`src/rtl/seg7_mux_counter.sv`:
```
// Multiplexed N-digit common-anode 7-segment driver with a cascaded BCD
// up/down counter, programmable tick, clear, and leading-zero blanking.
module seg7_mux_counter #(
  parameter int unsigned CLK_HZ     = 100_000_000,
  parameter int unsigned TICK_HZ    = 1,
  parameter int unsigned REFRESH_HZ = 1000,
  parameter int unsigned DIGITS     = 4,
  parameter bit          BLANK_LZ   = 1'b1
) (
  input  logic                  CLK,
  input  logic                  RST_N,
  input  logic                  EN,
  input  logic                  UP,
  input  logic                  CLR,
  output logic [6:0]            SEG,
  output logic [DIGITS-1:0]     AN,
  output logic                  DP,
  output logic [4*DIGITS-1:0]   VALUE,
  output logic                  WRAP
);

  localparam int unsigned TickDiv = CLK_HZ / TICK_HZ;
  localparam int unsigned SlotDiv = CLK_HZ / REFRESH_HZ;
  localparam int unsigned TickW   = (TickDiv > 1) ? $clog2(TickDiv) : 1;
  localparam int unsigned SlotW   = (SlotDiv > 1) ? $clog2(SlotDiv) : 1;
  localparam int unsigned IdxW    = (DIGITS > 1) ? $clog2(DIGITS) : 1;

  if (TickDiv < 1) begin : g_bad_tick
    $error("CLK_HZ/TICK_HZ must be at least 1");
  end
  if (SlotDiv < 1) begin : g_bad_slot
    $error("CLK_HZ/REFRESH_HZ must be at least 1");
  end
  if (DIGITS < 1 || DIGITS > 8) begin : g_bad_digits
    $error("DIGITS must be in 1..8");
  end

  logic [TickW-1:0]      tick_q;
  logic                  tick;
  logic [SlotW-1:0]      slot_q;
  logic                  slot_end;
  logic [IdxW-1:0]       idx_q;
  logic [4*DIGITS-1:0]   value_q, value_d;
  logic                  wrap_q;
  logic                  carry;
  logic [3:0]            digit;
  logic                  blank;
  logic                  upper_zero;
  logic [6:0]            seg_d;
  logic [DIGITS-1:0]     an_d;

  assign tick     = (tick_q == TickW'(TickDiv - 1));
  assign slot_end = (slot_q == SlotW'(SlotDiv - 1));

  // Tick divider: free-running regardless of EN, restarted by CLR.
  always_ff @(posedge CLK or negedge RST_N) begin
    if (!RST_N) begin
      tick_q <= '0;
    end else if (CLR || tick) begin
      tick_q <= '0;
    end else begin
      tick_q <= tick_q + TickW'(1);
    end
  end

  // Ripple BCD increment/decrement; carry out of the top digit means wrap.
  always_comb begin
    value_d = value_q;
    carry   = 1'b1;
    for (int k = 0; k < DIGITS; k++) begin
      if (carry) begin
        if (UP) begin
          // Non-BCD digits roll to 0 with carry, same as 9.
          if (value_q[4*k +: 4] >= 4'd9) begin
            value_d[4*k +: 4] = 4'd0;
          end else begin
            value_d[4*k +: 4] = value_q[4*k +: 4] + 4'd1;
            carry = 1'b0;
          end
        end else begin
          if (value_q[4*k +: 4] == 4'd0) begin
            value_d[4*k +: 4] = 4'd9;
          end else begin
            value_d[4*k +: 4] = value_q[4*k +: 4] - 4'd1;
            carry = 1'b0;
          end
        end
      end
    end
  end

  // Count register and one-cycle wrap pulse; CLR wins over tick.
  always_ff @(posedge CLK or negedge RST_N) begin
    if (!RST_N) begin
      value_q <= '0;
      wrap_q  <= 1'b0;
    end else if (CLR) begin
      value_q <= '0;
      wrap_q  <= 1'b0;
    end else if (tick && EN) begin
      value_q <= value_d;
      wrap_q  <= carry;
    end else begin
      wrap_q  <= 1'b0;
    end
  end

  // Refresh slot timer and digit mux index.
  always_ff @(posedge CLK or negedge RST_N) begin
    if (!RST_N) begin
      slot_q <= '0;
      idx_q  <= '0;
    end else if (slot_end) begin
      slot_q <= '0;
      idx_q  <= (idx_q == IdxW'(DIGITS - 1)) ? '0 : idx_q + IdxW'(1);
    end else begin
      slot_q <= slot_q + SlotW'(1);
    end
  end

  // Select the current digit, decide blanking, decode segments and anodes.
  always_comb begin
    digit      = 4'd0;
    blank      = 1'b0;
    upper_zero = 1'b1;
    an_d       = '1;
    for (int k = DIGITS - 1; k >= 0; k--) begin
      if (value_q[4*k +: 4] != 4'd0) upper_zero = 1'b0;
      if (IdxW'(k) == idx_q) begin
        digit   = value_q[4*k +: 4];
        an_d[k] = 1'b0;
        if (k != 0) blank = BLANK_LZ && upper_zero;
      end
    end
    case (digit)
      4'd0:    seg_d = 7'h40;
      4'd1:    seg_d = 7'h79;
      4'd2:    seg_d = 7'h24;
      4'd3:    seg_d = 7'h30;
      4'd4:    seg_d = 7'h19;
      4'd5:    seg_d = 7'h12;
      4'd6:    seg_d = 7'h02;
      4'd7:    seg_d = 7'h78;
      4'd8:    seg_d = 7'h00;
      4'd9:    seg_d = 7'h10;
      default: seg_d = 7'h7F;
    endcase
    if (blank) seg_d = 7'h7F;
  end

  // SEG and AN registered together so a digit never shows on the wrong anode.
  always_ff @(posedge CLK or negedge RST_N) begin
    if (!RST_N) begin
      SEG <= 7'h7F;
      AN  <= '1;
    end else begin
      SEG <= seg_d;
      AN  <= an_d;
    end
  end

  assign VALUE = value_q;
  assign WRAP  = wrap_q;
  assign DP    = 1'b1;

endmodule
```
`config.mk`:
```
export PLATFORM = sky130hd
export DESIGN_NAME = seg7_mux_counter
export DESIGN_NICKNAME = d
export VERILOG_FILES = /design/src/rtl/seg7_mux_counter.sv
export SDC_FILE = /design/constraint.sdc
export NUM_CORES = 1
export LEC_CHECK = 0
export CORE_MARGIN = 4
export CORE_UTILIZATION = 30
export CTS_CLUSTER_DIAMETER = 200
export CTS_CLUSTER_SIZE = 24
export DETAILED_ROUTE_END_ITERATION = 12
export PLACE_DENSITY = 0.58
export SKIP_CTS_REPAIR_TIMING = 1
export SLEW_MARGIN = 30
export SYNTH_ARGS = -nofsm -noshare
export SYNTH_HDL_FRONTEND = slang
export SYNTH_SLANG_ARGS = --single-unit
```
`constraint.sdc`:
```
create_clock -name CLK -period 5.3 [get_ports CLK]
set_input_delay 1.06 -clock CLK [delete_from_list [all_inputs] [get_ports CLK]]
set_output_delay 1.06 -clock CLK [all_outputs]
set_load 0.02 [all_outputs]
```
==> qor.yml <==
sta:
  finClkSkew_ns: 0.0106
  slew_headroom_pct: 43.6
  min_period_ns: 3.28
  drv_slew: 0
  finalSetupViolCount: 0
  rsz0062_at_grt: "false"
  setup_tns_ns: 0
  max_freq_mhz: 305
  tightestPinTransition_ns: 0.844
  min_period_over_period_pct: 62.0
  finalHoldViolCount: 0
critical_path:
  cp_max_fo: 19
  worstPathArrival_ns: 3.55
  critPathLaunchType: "input pin"
  crit_type: "in -> reg"
  crit_required_ns: 5.56
  end_kind: "flop"
die:
  initial_utilization_pct: 30.8
  die_w_um: 131
  rows: 44
  io_pins: 34
  die_y_um: 131
  die_area_sq_um: 17100
  core_sq_um: 14600
layout:
  n_antenna_cell: 0
  final_core_util_pct: 35.9
  area_growth_pct: 16.5
  fin_area_sq_um: 5260
  fillers: 1427
  drive_above_1_share_pct: 8.27
  nNetsFinal: 541
grt:
  overflow: 0
  grt_max_degree: 75
  antenna_found_initial: 0
  grt_first_pass_wirelength_um: 17600
  grtUsageTotal_pct: 12.6
  grt_pass1_vias: 3613
placed_design:
  hpwlAfterDp_um: 7120
  port_buffers: 32
  place.gp.congestion: 0.834
  post_dp_cell_area_sq_um: 4940
power:
  power_density_nw_per_um2: 245
  seq_power_share_pct: 44.8
  p_leak_nw: 2.21
  p_sw_uw: 284
  total_power_mw: 1.29
  p_int_mw: 1.01
  p_comb_share_pct: 5.9
  ir_drop_v: 0.000161
  clkPwrFrac_pct: 49.3
  netSwitchingFraction_pct: 22.0
logic_synthesis:
  yosys_warnings: 0
  synth_most_common_cell: "nor2_1"
  synth_compound_area_share_pct: 11.9
  synth.cell_area_sq_um: 4520
  synth_cells: 498
  synthXorXnorAreaFrac_pct: 8.53
  synth_top_area_cell: "dfrtp_1"
  synth_top_flop_cell: "dfrtp_1"
  synthMuxAreaShare_pct: 3.49
  async_flop_share_pct: 100
  synthAdderAreaFrac_pct: 5.54
  syn_avg_cell_area_sq_um: 9.07
  synthSimpleGateAreaFrac_pct: 24.2
  synth_edf_count: 0
  ys_types: 67
  synth-seq-area-share_pct: 41.3
  synthTopCellsByCount: "nor2_1, dfrtp_1, nand2_1"
  yosysTopAreaCellShare_pct: 34.9
  ys_ff_latch: 74
  synth_top_family_by_area: "simple AND/OR/NAND/NOR gates"
  synth_fp_nets: 523
  yosys-top-cells-area: "dfrtp_1, dfstp_2, nor2_1"
clocking:
  cts_buffers: 9
  h-tree-depth: 3
  root_buffer: "clkbuf_16"
  clkLatencyLatePin_ns: 0.34
  cts_tree: "built"
  clk_pin_slew_ns: 0.06
  cts.sinks: 74
  clock_path_buffers: 2
job:
  drv_cap: 0
detailed_routing:
  routed_via_density: 5.23
  ant_nets: 0
  vias: 3684
  drt_iter0_markers: 202
  drc: 0
  post_drt_wl_per_cell_um: 14.5
  dr.pass1.iters: 4
  drt_wl_total_um: 10200
status:
  outcome: "completed"
worst_hold_path:
  hold_class: "reg -> reg"
cells in the final DEF, fill, tap and decap left out, types with 11 or more instances in the layout:
master,n
a21oi_1,17
and3_1,11
clkdlybuf4s50_1,31
dfrtp_1,63
dfstp_2,11
ha_1,20
inv_1,25
nand2_1,37
nand3_1,28
nand4_1,16
nor2_1,69
nor3_1,12
o21ai_0,15
xnor2_1,18
xor2_1,26
final timing paths:
path | depth (start not counted) | endpoint | slack [ns] | from
max in group asynchronous | 1 | VALUE[4]$_DFFE_PN0P_ | 4.08 | RST_N
worst min-delay path | 1 | tick_q[0]$_DFF_PN0_ | 0.49 | tick_q[0]$_DFF_PN0_
min in group asynchronous | 1 | slot_q[12]$_DFF_PN0_ | 0.73 | RST_N
worst min register to register | 1 | tick_q[0]$_DFF_PN0_ | 0.49 | tick_q[0]$_DFF_PN0_
worst max register to register | 7 | VALUE[11]$_DFFE_PN0P_ | 2.79 | VALUE[0]$_DFFE_PN0P_
worst max-delay path | 7 | VALUE[15]$_DFFE_PN0P_ | 2.02 | UP
metrics by stage:
step | cells | hold WS [ns] | worst slack (ns)
floorplan | 498 | 0.448 | 2.87
global placement | 689 | 0.468 | 1.73
detailed placement | 689 | 0.480 | 1.70
CTS | 704 | 0.491 | 2.04
global route | 704 | 0.510 | 1.86
finish | 704 | 0.494 | 2.02
critical path, stage by stage:
cell	delay, ns
clkdlybuf4s50_1	0.73
buf_4	0.36
or4b_4	0.56
o21ai_2	0.11
o21ai_2	0.12
or4_1	0.52
o21ai_1	0.09
metal layers:
metal	track usage, %	up-vias	wire, um
li1	-	1771	-
met1	16.7	1824	4790
met2	20.4	79	4940
met3	3.21	10	395
met4	3.57	0	78
met5	0	-	0
flip-flops by register name, indices dropped and copies added (netlist names):
signal,flops
AN,4
SEG,7
VALUE,16
WRAP,1
idx_q,2
slot_q,17
tick_q,27
power by group through the flow:
| stage | logic (mW) | clock network, mW | registers [mW] |
|---|---|---|---|
| after floorplan | 0.0467 | 0 | 0.588 |
| after detailed placement | 0.0756 | 0 | 0.588 |
| after CTS | 0.0764 | 0.652 | 0.578 |
| final | 0.0756 | 0.637 | 0.579 |
| after global routing | 0.0857 | 0.676 | 0.579 |
| after global placement | 0.0750 | 0 | 0.588 |
cell type report:
class / count / area, sq um / share of cell area, %
multi-input combinational: 373 / 2430 / 46.1
sequential: 74 / 1870 / 35.5
timing repair buffer: 33 / 329 / 6.26
clock buffer: 13 / 280 / 5.33
tap: 184 / 230 / 4.38
inverter: 25 / 93.8 / 1.78
clock inverter: 2 / 33.8 / 0.642
cells by family after synthesis:
group / after synthesis
and+or+nand+nor: 215
AOI/OAI and AO/OA: 78
DFF: 74
buffers and inverters: 51
xor gates and xnor gates: 44
adders and majority gates: 20
muxes: 15
other: 1
No activity file was read; power rests on OpenSTA's default activity.
